$ cat config.mk
export PLATFORM = sky130hd
export DESIGN_NAME = event_dispatcher
export DESIGN_NICKNAME = d
export VERILOG_FILES = /design/src/rtl/event_dispatcher.sv
export SDC_FILE = /design/constraint.sdc
export NUM_CORES = 1
export LEC_CHECK = 0
export ABC_CLOCK_PERIOD_IN_PS = 12450
export CAP_MARGIN = 10
export CORE_ASPECT_RATIO = 1.25
export CORE_MARGIN = 8
export CORE_UTILIZATION = 40
export DETAILED_ROUTE_END_ITERATION = 7
export PLACE_DENSITY_LB_ADDON = 0.2
export SLEW_MARGIN = 10
export SYNTH_ARGS = -nofsm -noshare
export SYNTH_HDL_FRONTEND = slang
export SYNTH_SLANG_ARGS = --single-unit
$ cat constraint.sdc
create_clock -name clk -period 12.45 [get_ports clk]
set_input_delay 1.8675 -clock clk [delete_from_list [all_inputs] [get_ports clk]]
set_output_delay 1.8675 -clock clk [all_outputs]
set_load 0.01 [all_outputs]
$ cat src/rtl/event_dispatcher.sv
// Event/response dispatcher for the ECD message stream: buffers type-1 responses
// in a first-word-fall-through FIFO and decodes type-2 events into strobes and counters.
module event_dispatcher #(
    parameter int DATA_WIDTH  = 256,
    parameter int EVENT_COUNT = 8,
    parameter int FIFO_DEPTH  = 4,
    parameter int CNT_WIDTH   = 16
) (
    input  logic                             clk,
    input  logic                             reset,
    input  logic                             ignore_rx,
    input  logic [EVENT_COUNT-1:0]           event_mask,
    input  logic                             clear_counts,
    output logic [EVENT_COUNT-1:0]           event_strobe,
    output logic [EVENT_COUNT*CNT_WIDTH-1:0] event_counts,
    output logic                             unknown_msg,
    output logic [$clog2(FIFO_DEPTH):0]      fifo_level,
    input  logic [DATA_WIDTH-1:0]            AXIS_IN_TDATA,
    input  logic                             AXIS_IN_TVALID,
    output logic                             AXIS_IN_TREADY,
    output logic [DATA_WIDTH-1:0]            AXIS_OUT_TDATA,
    output logic                             AXIS_OUT_TVALID,
    input  logic                             AXIS_OUT_TREADY
);

    localparam int PTR_W = $clog2(FIFO_DEPTH);
    localparam int LVL_W = PTR_W + 1;

    localparam logic [7:0] MSG_RESP  = 8'd1;
    localparam logic [7:0] MSG_EVENT = 8'd2;

    // Saturating increment: holds at all-ones instead of wrapping.
    function automatic logic [CNT_WIDTH-1:0] sat_inc(input logic [CNT_WIDTH-1:0] val);
        logic [CNT_WIDTH-1:0] res;
        if (val == {CNT_WIDTH{1'b1}}) begin
            res = val;
        end else begin
            res = val + {{(CNT_WIDTH-1){1'b0}}, 1'b1};
        end
        return res;
    endfunction

    logic                   armed_r;
    logic [LVL_W-1:0]       level_r;
    logic [PTR_W-1:0]       wr_ptr_r;
    logic [PTR_W-1:0]       rd_ptr_r;
    logic [DATA_WIDTH-1:0]  mem_r [FIFO_DEPTH];
    logic [CNT_WIDTH-1:0]   cnt_r [EVENT_COUNT];
    logic [EVENT_COUNT-1:0] strobe_r;
    logic                   unknown_r;

    logic                   in_ready_s;
    logic                   accept_s;
    logic                   take_s;
    logic                   out_valid_s;
    logic                   push_s;
    logic                   pop_s;
    logic                   unknown_s;
    logic [7:0]             msg_type_s;
    logic [7:0]             evt_type_s;
    logic [EVENT_COUNT-1:0] evt_dec_s;
    logic [EVENT_COUNT-1:0] evt_hit_s;

    // Ready depends only on registered state so no input-to-ready path exists.
    assign in_ready_s  = armed_r & (level_r < LVL_W'(FIFO_DEPTH));
    assign accept_s    = AXIS_IN_TVALID & in_ready_s;
    assign take_s      = accept_s & ~ignore_rx;
    assign out_valid_s = (level_r != {LVL_W{1'b0}});
    assign pop_s       = out_valid_s & AXIS_OUT_TREADY;
    assign msg_type_s  = AXIS_IN_TDATA[7:0];
    assign evt_type_s  = AXIS_IN_TDATA[15:8];

    // One-hot decode of the event type; all-zero when the type is out of range.
    always_comb begin
        evt_dec_s = {EVENT_COUNT{1'b0}};
        for (int i = 0; i < EVENT_COUNT; i++) begin
            evt_dec_s[i] = (evt_type_s == 8'(i + 1));
        end
    end

    // Classify an accepted, non-ignored beat.
    always_comb begin
        push_s    = 1'b0;
        unknown_s = 1'b0;
        evt_hit_s = {EVENT_COUNT{1'b0}};
        if (take_s) begin
            case (msg_type_s)
                MSG_RESP: begin
                    push_s = 1'b1;
                end
                MSG_EVENT: begin
                    if (|evt_dec_s) begin
                        evt_hit_s = evt_dec_s;
                    end else begin
                        unknown_s = 1'b1;
                    end
                end
                default: begin
                    unknown_s = 1'b1;
                end
            endcase
        end else begin
            push_s    = 1'b0;
            unknown_s = 1'b0;
            evt_hit_s = {EVENT_COUNT{1'b0}};
        end
    end

    // Arm flop delays the first ready until one clock after reset release.
    always_ff @(posedge clk or posedge reset) begin
        if (reset) begin
            armed_r <= 1'b0;
        end else begin
            armed_r <= 1'b1;
        end
    end

    // FIFO pointers and occupancy; pointers wrap naturally as depth is a power of two.
    always_ff @(posedge clk or posedge reset) begin
        if (reset) begin
            wr_ptr_r <= {PTR_W{1'b0}};
            rd_ptr_r <= {PTR_W{1'b0}};
            level_r  <= {LVL_W{1'b0}};
        end else begin
            if (push_s) begin
                wr_ptr_r <= wr_ptr_r + PTR_W'(1);
            end
            if (pop_s) begin
                rd_ptr_r <= rd_ptr_r + PTR_W'(1);
            end
            case ({push_s, pop_s})
                2'b10:   level_r <= level_r + LVL_W'(1);
                2'b01:   level_r <= level_r - LVL_W'(1);
                default: level_r <= level_r;
            endcase
        end
    end

    // FIFO storage; contents need no reset because validity comes from the level.
    always_ff @(posedge clk) begin
        if (push_s) begin
            mem_r[wr_ptr_r] <= AXIS_IN_TDATA;
        end
    end

    // Registered event strobes and unknown-message pulse.
    always_ff @(posedge clk or posedge reset) begin
        if (reset) begin
            strobe_r  <= {EVENT_COUNT{1'b0}};
            unknown_r <= 1'b0;
        end else begin
            strobe_r  <= evt_hit_s & ~event_mask;
            unknown_r <= unknown_s;
        end
    end

    // Per-event saturating counters; a coincident event after a clear leaves a count of one.
    always_ff @(posedge clk or posedge reset) begin
        if (reset) begin
            for (int i = 0; i < EVENT_COUNT; i++) begin
                cnt_r[i] <= {CNT_WIDTH{1'b0}};
            end
        end else begin
            for (int i = 0; i < EVENT_COUNT; i++) begin
                if (clear_counts) begin
                    cnt_r[i] <= evt_hit_s[i] ? CNT_WIDTH'(1) : {CNT_WIDTH{1'b0}};
                end else if (evt_hit_s[i]) begin
                    cnt_r[i] <= sat_inc(cnt_r[i]);
                end else begin
                    cnt_r[i] <= cnt_r[i];
                end
            end
        end
    end

    // Flatten counters onto the output bus.
    always_comb begin
        event_counts = {(EVENT_COUNT*CNT_WIDTH){1'b0}};
        for (int i = 0; i < EVENT_COUNT; i++) begin
            event_counts[i*CNT_WIDTH +: CNT_WIDTH] = cnt_r[i];
        end
    end

    assign event_strobe    = strobe_r;
    assign unknown_msg     = unknown_r;
    assign fifo_level      = level_r;
    assign AXIS_IN_TREADY  = in_ready_s;
    assign AXIS_OUT_TVALID = out_valid_s;
    assign AXIS_OUT_TDATA  = out_valid_s ? mem_r[rd_ptr_r] : {DATA_WIDTH{1'b0}};

endmodule
==> results.txt <==
- Status: completed
- CP endpoint: AXIS_OUT_TDATA[152]
- The count of buffers added on input and output ports is 667.
- The top cell types in the final layout, fill and taps aside, are edfxtp_1, clkdlybuf4s50_1, and2_1.
- Number of detailed-route iterations in the first pass: 6
- First-pass GRT wire length: 180,000 um
- First-iteration detailed-routing DRC count: 1,831
* Fillcell total: 9,571
* Routed length per instance: 25.0 um
* Clock sink count: 1,169
- Count of cells along the worst register-to-register path: 5
- The max-slew violation count is 0.
- The post-synthesis compound-gate area fraction is 0.0262.
* Average instance area after synthesis: 18.6 um^2
* Root cell of the clock tree: clkbuf_16
- The routed design uses 61,200 um of met2 wire.
* Synth-to-Final Area Change: 26.3%
* Number of distinct standard cells referenced by the synthesized netlist: 62
* Count of flip-flops with a built-in enable after synthesis: 1,024
* Reg2reg setup slack: 8.54 ns
- Placed Area: 55,000 um^2
* Footprint of the flip-flops and latches: 34,400 um^2
* Relative slew margins: 0.265
* Transition at the pin with the smallest max-transition slack: 1.10 ns
- Via count of the routed design: 25.9k
* Met1 Wirelength: 46,400 um
* Share of final-layout standard cells stronger than drive strength 1: 0.147
- Mux contribution to synthesized area: 0.127
- In the finished design, the share of the clock period the worst path needs comes to 0.542.
* Main combinational cell family by area after synthesis: multiplexers
- After synthesis, the share of flip-flops with an asynchronous set or reset is 0.124.
* Remaining global-route overflow: 0
- Net count of the finished layout: 3,472
- The core region is 116,000 um^2.
- Max-capacitance violation count: 0
- Antenna-violating nets left: 0
- After clock tree synthesis, the clock-pin slew on the worst setup and hold paths is 0.06 ns.
- Total detailed-routing wirelength: 121,000 um
- Post-synthesis share of cell area spent on xor and xnor gates: 0.00433
- Number of flip-flops and latches in the synthesized netlist: 1,169
- Peak supply drop: 124 uV
- Crit Reg-Reg Endpoint: mem_r[2][177]
- Syn nets: 2,788
* Crit path time final: 6.75 ns
- Adder-cell share of the synthesized area: 0.00392
- Clock tree from TritonCTS: done
* Kind of start point of the critical path: flop
- Hold-fix buffers at CTS: 0
- The worst register-to-register path begins at fifo_level[2].
* Number of antenna violations at the first check in global routing: 24
* Skew-Pair Late Insertion Delay: 0.72 ns
- Leaving out fill and tap cells, the most frequent cell in the layout is edfxtp_1.
* Final setup violation count: 0
- Setup repair after global routing missed its margin: no
- Mean number of vias per cell: 5.32
- The number of global-route vias before repair came to 27.3k.
- Resized cells post-CTS: 0
* Post-synth top flop: edfxtp_1
- CP Class: reg -> out
- GP Congestion: 0.868
* Post-detailed-route DRC marker count: 0
- The floorplan step defined a die boundary enclosing 128,000 um^2.
- Clock tree skew after final layout: 0.0509 ns
- Die extent in x: 321 um
- Dividing total power by cell area gives a power density of 193 nW/um^2.
- Fin Setup TNS: 0 ns
* Required time worst endpoint: 10.58 ns
- Number of H-tree branching levels: 3
- For this configuration, the core starts out at a cell density of 0.402.
* Area of the mapped netlist: 46,600 um^2
- The analysis attributes to cell leakage a power of 19.0 nW.
- In the global route stage, overall resource usage came out at 0.185.
- Chip height: 397 um
- Number of standard-cell rows in the floorplan: 140
* Arrival time at the worst endpoint: 4.88 ns
- Buffers added to address setup during post-CTS repair amount to 0.
* Worst slack on hold paths: 0.542 ns
- Area taken by multi-input logic gates: 11,600 um^2
* Clock buffers created by TritonCTS: 114
- The highest layer touched by signal routing is met5.
- Of the total synthesized cell area, the portion taken by AND, OR, NAND and NOR gates is 0.0873.
- Cells after synthesis: 2,504
- Synth warnings: 0
- Top-Level Pins: 668
* Largest fanout of any net on the critical path: 49
* Peak Freq: 148 MHz
- Launching instance or port of the critical path: rd_ptr_r[0]
* Final design instance area without fill: 58,800 um^2
- Total met3 wirelength after detailed routing: 10,600 um
- Element type at the critical path end: output port
- The wire-length estimate of the detail-placed layout is 79,000 um.
* Max Root-Sink Buffers: 3
- Share of the yosys chip area belonging to registers: 0.738
- Largest net degree at the start of global routing: 132
- The final count of hold timing violations came to 0.
- Min-Delay Path Class: reg -> reg
-- kinds of logic (layout without fill, tap and decap cells) --
| kind of cell | after synthesis | count (layout) |
|---|---|---|
| and+or+nand+nor | 677 | 677 |
| buffers and inverters | 154 | 931 |
| DFF | 1169 | 1169 |
| AOI/OAI and AO/OA | 195 | 195 |
| xor gates and xnor gates | 23 | 23 |
| muxes | 271 | 271 |
| other | 1 | 19 |
| adders and majority gates | 14 | 14 |
-- flip-flops by register name, indices dropped and copies added (netlist names) --
| register | cells |
|---|---|
| armed_r | 1 |
| event_counts | 128 |
| event_strobe | 8 |
| fifo_level | 3 |
| mem_r | 1024 |
| rd_ptr_r | 2 |
| unknown_msg | 1 |
| wr_ptr_r | 2 |
-- Yosys cell counts, drive strengths merged (27+ instances only) --
library cell,count,share of area
a21oi,73,0.0078
and2,262,0.035
buf,44,0.0037
clkbuf,85,0.0069
dfrtp,145,0.078
edfxtp,1024,0.66
mux4,256,0.12
nand2,44,0.0035
nand3,59,0.0063
nand4,39,0.0057
nor2,60,0.0048
nor3,27,0.0029
nor4,28,0.0044
o21ai,39,0.0042
o31ai,29,0.0047
or3,50,0.0067
or4,35,0.0057
-- per-stage QoR --
stage	total power, mW	cells	worst slack [ns]	utilization
floorplan	6.23	2504	2.88	-
global placement	8.07	4634	6.22	0.474
detailed placement	8.08	4634	6.20	0.474
CTS	11.5	4843	5.38	0.507
global route	11.8	4851	5.18	0.507
finish	11.3	4861	5.70	0.507
-- per-layer routing --
layer | up-vias | track usage
met3 | 157 | 0.0640
met4 | 18 | 0.0655
met2 | 817 | 0.314
met5 | - | 0
met1 | 13500 | 0.220
li1 | 11400 | -
-- final cells by class --
cell class	count	share of cell area
diodes	18	0.000766
clock buffers	140	0.0519
clock inverters	69	0.0115
inverters	25	0.00168
multi-input cells	1181	0.198
flip-flops and latches	1169	0.585
well taps	1562	0.0332
repair buffers	697	0.118
-- worst min path at each step --
| stage | cells after the start | startpoint | slack, ns | end |
|---|---|---|---|---|
| 2_1_floorplan | 1 | fifo_level[0] | 0.53 | fifo_level[0] |
| 3_3_place_gp | 1 | fifo_level[0] | 0.50 | fifo_level[0] |
| 4_1_cts | 1 | fifo_level[0] | 0.55 | fifo_level[0] |
| 6_report | 1 | fifo_level[0] | 0.54 | fifo_level[0] |
| 3_5_place_dp | 1 | fifo_level[0] | 0.54 | fifo_level[0] |
| 5_1_grt | 1 | fifo_level[0] | 0.59 | fifo_level[0] |
-- power breakdown --
part / internal (mW) / leakage [nW] / switching, mW
registers: 4.27 / 11.2 / 0.0807
logic: 1.96 / 5.95 / 1.59
clock network: 1.96 / 1.81 / 1.46
total: 8.19 / 19.0 / 3.13
-- critical path: stages (launching register included) --
cell             delay, ns
dfrtp_4               1.15
buf_4                 0.80
buf_4                 0.79
mux4_2                0.61
and2_1                0.18
clkdlybuf4s50_1       0.50
(Power assumes the default switching activity.)
